**src/rtl/hack_mem_pkg.sv**
```systemverilog
// Shared definitions for the Hack memory subsystem: RAM geometry defaults
// and the boot loader's state encoding.
package hack_mem_pkg;

    localparam int unsigned HACK_DEPTH = 14;
    localparam int unsigned HACK_WIDTH = 16;

    localparam logic [1:0] IDLE    = 2'd0;
    localparam logic [1:0] COLLECT = 2'd1;
    localparam logic [1:0] WRITE   = 2'd2;
    localparam logic [1:0] DONE    = 2'd3;

    function automatic int unsigned bytes_per_word(input int unsigned width);
        return width / 8;
    endfunction

endpackage

```
**src/rtl/ram_loader_byte_packer.sv**
```systemverilog
// Packs an MSB-first byte stream into WIDTH-bit words; flags the byte that
// completes a word so the caller can schedule the write.
module byte_packer
    import hack_mem_pkg::*;
#(
    parameter int unsigned WIDTH = HACK_WIDTH
) (
    input  logic             clk,
    input  logic             reset,
    input  logic             clear,
    input  logic             accept,
    input  logic [7:0]       data,
    output logic [WIDTH-1:0] word,
    output logic             word_done
);

    localparam int unsigned   BYTES    = bytes_per_word(WIDTH);
    localparam int unsigned   IW       = (BYTES > 1) ? $clog2(BYTES) : 1;
    localparam logic [IW-1:0] LAST_IDX = IW'(BYTES - 1);

    logic [IW-1:0]    idx;
    logic [WIDTH-1:0] shift_next;

    generate
        if (BYTES > 1) begin : g_multi
            assign shift_next = {word[WIDTH-9:0], data};
        end else begin : g_single
            assign shift_next = data;
        end
    endgenerate

    assign word_done = accept && (idx == LAST_IDX);

    always_ff @(posedge clk or posedge reset) begin
        if (reset) begin
            idx  <= '0;
            word <= '0;
        end else if (clear) begin
            idx <= '0;
        end else if (accept) begin
            word <= shift_next;
            idx  <= word_done ? '0 : idx + IW'(1);
        end
    end

endmodule

```
**src/rtl/ram_loader.sv**
```systemverilog
// Boot loader: streams bytes from a valid/ready source into consecutive RAM
// words starting at a programmable base, keeping a running word checksum.
module ram_loader
    import hack_mem_pkg::*;
#(
    parameter int unsigned DEPTH = HACK_DEPTH,
    parameter int unsigned WIDTH = HACK_WIDTH
) (
    input  logic             clk,
    input  logic             reset,
    input  logic             start,
    input  logic [DEPTH-1:0] base_addr,
    input  logic [DEPTH:0]   word_count,
    input  logic [7:0]       rx_data,
    input  logic             rx_valid,
    output logic             rx_ready,
    output logic [WIDTH-1:0] ram_in,
    output logic [DEPTH-1:0] ram_address,
    output logic             ram_load,
    output logic             busy,
    output logic             done,
    output logic [WIDTH-1:0] checksum
);

    logic [1:0]       state;
    logic [DEPTH-1:0] addr;
    logic [DEPTH:0]   remaining;
    logic [WIDTH-1:0] sum;
    logic [WIDTH-1:0] word;
    logic [WIDTH-1:0] in_hold;
    logic [DEPTH-1:0] addr_hold;
    logic             accept;
    logic             clear;
    logic             word_done;

    assign accept = (state == COLLECT) && rx_valid;
    assign clear  = (state == IDLE) && start;

    byte_packer #(
        .WIDTH(WIDTH)
    ) u_packer (
        .clk      (clk),
        .reset    (reset),
        .clear    (clear),
        .accept   (accept),
        .data     (rx_data),
        .word     (word),
        .word_done(word_done)
    );

    always_ff @(posedge clk or posedge reset) begin
        if (reset) begin
            state     <= IDLE;
            addr      <= '0;
            remaining <= '0;
            sum       <= '0;
            in_hold   <= '0;
            addr_hold <= '0;
        end else begin
            case (state)
                IDLE: begin
                    if (start) begin
                        addr      <= base_addr;
                        remaining <= word_count;
                        sum       <= '0;
                        state     <= (word_count == '0) ? DONE : COLLECT;
                    end
                end
                COLLECT: begin
                    if (word_done) begin
                        state <= WRITE;
                    end
                end
                WRITE: begin
                    sum       <= sum + word;
                    addr      <= addr + DEPTH'(1);
                    remaining <= remaining - (DEPTH+1)'(1);
                    in_hold   <= word;
                    addr_hold <= addr;
                    state     <= (remaining == (DEPTH+1)'(1)) ? DONE : COLLECT;
                end
                default: begin
                    state <= IDLE;
                end
            endcase
        end
    end

    // RAM pins show the live word/address only while writing, then hold them.
    assign ram_load    = (state == WRITE);
    assign ram_in      = ram_load ? word : in_hold;
    assign ram_address = ram_load ? addr : addr_hold;
    assign rx_ready    = (state == COLLECT);
    assign busy        = (state != IDLE);
    assign done        = (state == DONE);
    assign checksum    = sum;

endmodule

```
**config.mk**
```make
export PLATFORM = sky130hd
export DESIGN_NAME = ram_loader
export DESIGN_NICKNAME = d
export VERILOG_FILES = /design/src/rtl/hack_mem_pkg.sv /design/src/rtl/ram_loader_byte_packer.sv /design/src/rtl/ram_loader.sv
export SDC_FILE = /design/constraint.sdc
export NUM_CORES = 1
export LEC_CHECK = 0
export CAP_MARGIN = 20
export CORE_MARGIN = 5
export CORE_UTILIZATION = 57
export CTS_CLUSTER_DIAMETER = 60
export DETAILED_ROUTE_END_ITERATION = 7
export GPL_TIMING_DRIVEN = 0
export PLACE_DENSITY = 0.86
export SYNTH_ARGS = -nofsm -noshare
export SYNTH_HDL_FRONTEND = slang
export SYNTH_SLANG_ARGS = --single-unit
```
**constraint.sdc**
```tcl
create_clock -name clk -period 8.81 [get_ports clk]
set_input_delay 1.3215 -clock clk [delete_from_list [all_inputs] [get_ports clk]]
set_output_delay 1.3215 -clock clk [all_outputs]
set_load 0.005 [all_outputs]
```
==> flow_summary.yaml <==
run_status:
  outcome: "finished clean"
critical_path:
  cp_max_fo: 10
  path_cells: "buf_2, nand2b_1, clkbuf_1, clkbuf_1, buf_1, nand2_1, nand2_1, clkdlybuf4s50_1"
  worst_ep_required_time_ns: 7.49
  critical_path.slowest_cell: "clkbuf_1"
  cp-start-kind: "register"
  cp-end-kind: "primary output"
  worstSetupPathType: "register to primary output"
  crit_arrival_ns: 3.15
  cpPeakStageDelay_ns: 0.62
floorplanning:
  die_w_um: 103
  rows: 34
  core_area_um2: 8590
  dieHeight_um: 103
  initial_core_util: 0.578
  ios: 91
  die-area_um2: 10700
route:
  wl_mm: 14.8
  drt_iter0_markers: 343
  wire_per_inst_um: 19.3
  drc_errors: 0
  num_vias: 4711
  ant_nets: 0
  viasPerCell: 6.17
  first_pass_iters: 5
logic_synthesis:
  synth_cell_types: 54
  synth_flop_cell: "dfrtp_1"
  syn-num-nets: 608
  netlist_area_um2: 4960
  synth_top_cell_by_area: "dfrtp_1"
  synth-edff-count: 0
  yosysMostFrequentCell: "nand2_1"
  yosys-top-cells-area: "dfrtp_1, nand2_1, ha_1"
  ys_seq_area_frac: 0.474
  synth_async_sr_flop_share: 1.00
  synth-warning-count: 0
  synth.top_cells.by_count: "nand2_1, dfrtp_1, o21ai_0"
  yosysTopAreaCellShare: 0.474
  syn_avg_cell_area_um2: 9.06
  synthCells: 548
  synth-seq-cells: 94
sta:
  fin_worst_skew_ns: 0.0192
  fmax_mhz: 224
  finalSetupViolations: 0
  rsz0062_at_grt: "false"
  tightest_slew_ns: 0.804
  period_share: 0.507
  period_needed_ns: 4.47
  finalMaxSlewViolations: 0
  slew-limit-headroom: 0.462
  hold_viol_final: 0
  fin_setup_tns_ns: 0
power:
  vdd_ir_drop_max_mv: 0.215
  p_total_uw: 2210
  powerDensity_nw_per_um2: 353
  p_leak_uw: 0.00271
clock_tree:
  post_cts_buffers: 0
  h-tree-depth: 3
  path_clk_slew_ns: 0.11
  clock_path_buffers: 2
  cts_tree: "done"
  cts_made_buffers: 9
  cts_num_sinks: 94
  clockRootBuffer: "clkbuf_8"
  ctsHoldBuffers: 0
  cts_resized: 0
  insertion_delay_ns: 0.36
placement:
  port_buffers: 90
  hpwlAfterDp_mm: 11.0
  place.gp.congestion: 0.936
grt:
  grt.total_usage: 0.289
  grt_pass1_wl_mm: 23.9
  grt.overflow.total: 0
  grt_max_degree: 69
  first_global_vias: 4817
  antenna_found_initial: 0
finish:
  area_growth_pct: 26.0
  multi_input_area_um2: 2440
  drive_gt1_frac: 0.0611
  n_antenna_cell: 0
  nets: 710
  seq_area_um2: 2350
  fillerInstances: 638
run:
  max-cap-violations: 0
min_path:
  hold_path_class: "register to register"
-- area by class of cell --
| class | instances | share of cell area |
|---|---|---|
| plain buffers | 26 | 0.0160 |
| inverters | 18 | 0.0112 |
| flip-flops and latches | 94 | 0.376 |
| multi-input cells | 410 | 0.391 |
| clock inverters | 5 | 0.0132 |
| well taps | 108 | 0.0216 |
| clock buffers | 11 | 0.0226 |
| repair buffers | 91 | 0.148 |
-- worst max-delay path, delay by kind of cell, from the launching register on --
kind | cells | cell delay, ns
buffers and inverters | 5 | 2.09
DFF | 1 | 0.37
and+or+nand+nor | 3 | 0.32
-- flip-flops by register name, summed over array words and instances, names as in the netlist --
register and count:
addr_hold 14, addr 14, u_packer.idx 1, remaining 15, checksum 16, in_hold 16
state 2, u_packer.word 16
-- path summary, 6_finish.rpt --
kind                       slack [ns]  cells after the start                end       start
min in group asynchronous        1.29                      2        in_hold[15]       reset
max in group asynchronous        6.85                      3  u_packer.word[10]       reset
min reg2reg                      0.48                      2         in_hold[4]  in_hold[4]
max                              4.34                      8         ram_in[12]    state[1]
min                              0.48                      2         in_hold[4]  in_hold[4]
max reg2reg                      6.35                      5      remaining[10]    state[0]
-- metal layers --
metal / vias up / GRT usage / wire, um
li1: 2154 / - / -
met1: 2274 / 0.396 / 6290
met2: 246 / 0.456 / 6810
met3: 37 / 0.0516 / 1290
met4: 0 / 0.119 / 367
met5: - / 0 / 0
-- report_power, final --
part	internal [uW]	switching, uW	total, uW
registers	630	184	815
clock network	168	155	322
logic	518	555	1070
total	1320	894	2210
-- layout by cell type (no fill, tap or decap), types with 3 or more instances in the layout --
cell type / instances
nand2_1: 125
dfrtp_1: 94
clkdlybuf4s50_1: 90
o21ai_0: 38
a21oi_1: 32
nor2_1: 26
clkbuf_1: 22
ha_1: 18
inv_1: 16
nand3_1: 15
mux2_2: 15
a31oi_1: 13
o22a_1: 11
clkbuf_8: 10
nor3_1: 8
nor4_1: 7
nand4_1: 7
and3_1: 6
a22oi_1: 6
xor2_1: 6
xnor2_1: 6
o21a_1: 6
nor3b_1: 6
o22ai_1: 5
a21o_1: 5
a211oi_1: 5
nor2b_1: 4
and2_1: 4
o211ai_1: 4
nand2b_1: 3
buf_1: 3
o21bai_1: 3
clkinvlp_4: 3
-- cell families after synthesis --
| family | Yosys count | synth area share |
|---|---|---|
| simple gates | 223 | 0.207 |
| compound gates | 141 | 0.181 |
| flops | 94 | 0.474 |
| buf+inv | 44 | 0.0338 |
| fa+ha+maj | 19 | 0.0494 |
| mux | 15 | 0.0340 |
| xor+xnor | 12 | 0.0212 |
-- through the flow --
stage / instance area [um2] / setup slack, ns / cells / hold slack [ns] / util
floorplan: 4960 / 5.04 / 548 / 0.462 / -
global placement: 6000 / 3.65 / 746 / 0.453 / 0.698
detailed placement: 6030 / 4.85 / 747 / 0.458 / 0.702
CTS: 6250 / 4.42 / 763 / 0.481 / 0.728
global route: 6250 / 4.18 / 763 / 0.502 / 0.728
finish: 6250 / 4.34 / 763 / 0.480 / 0.728
No activity file was read; power rests on OpenSTA's default activity.
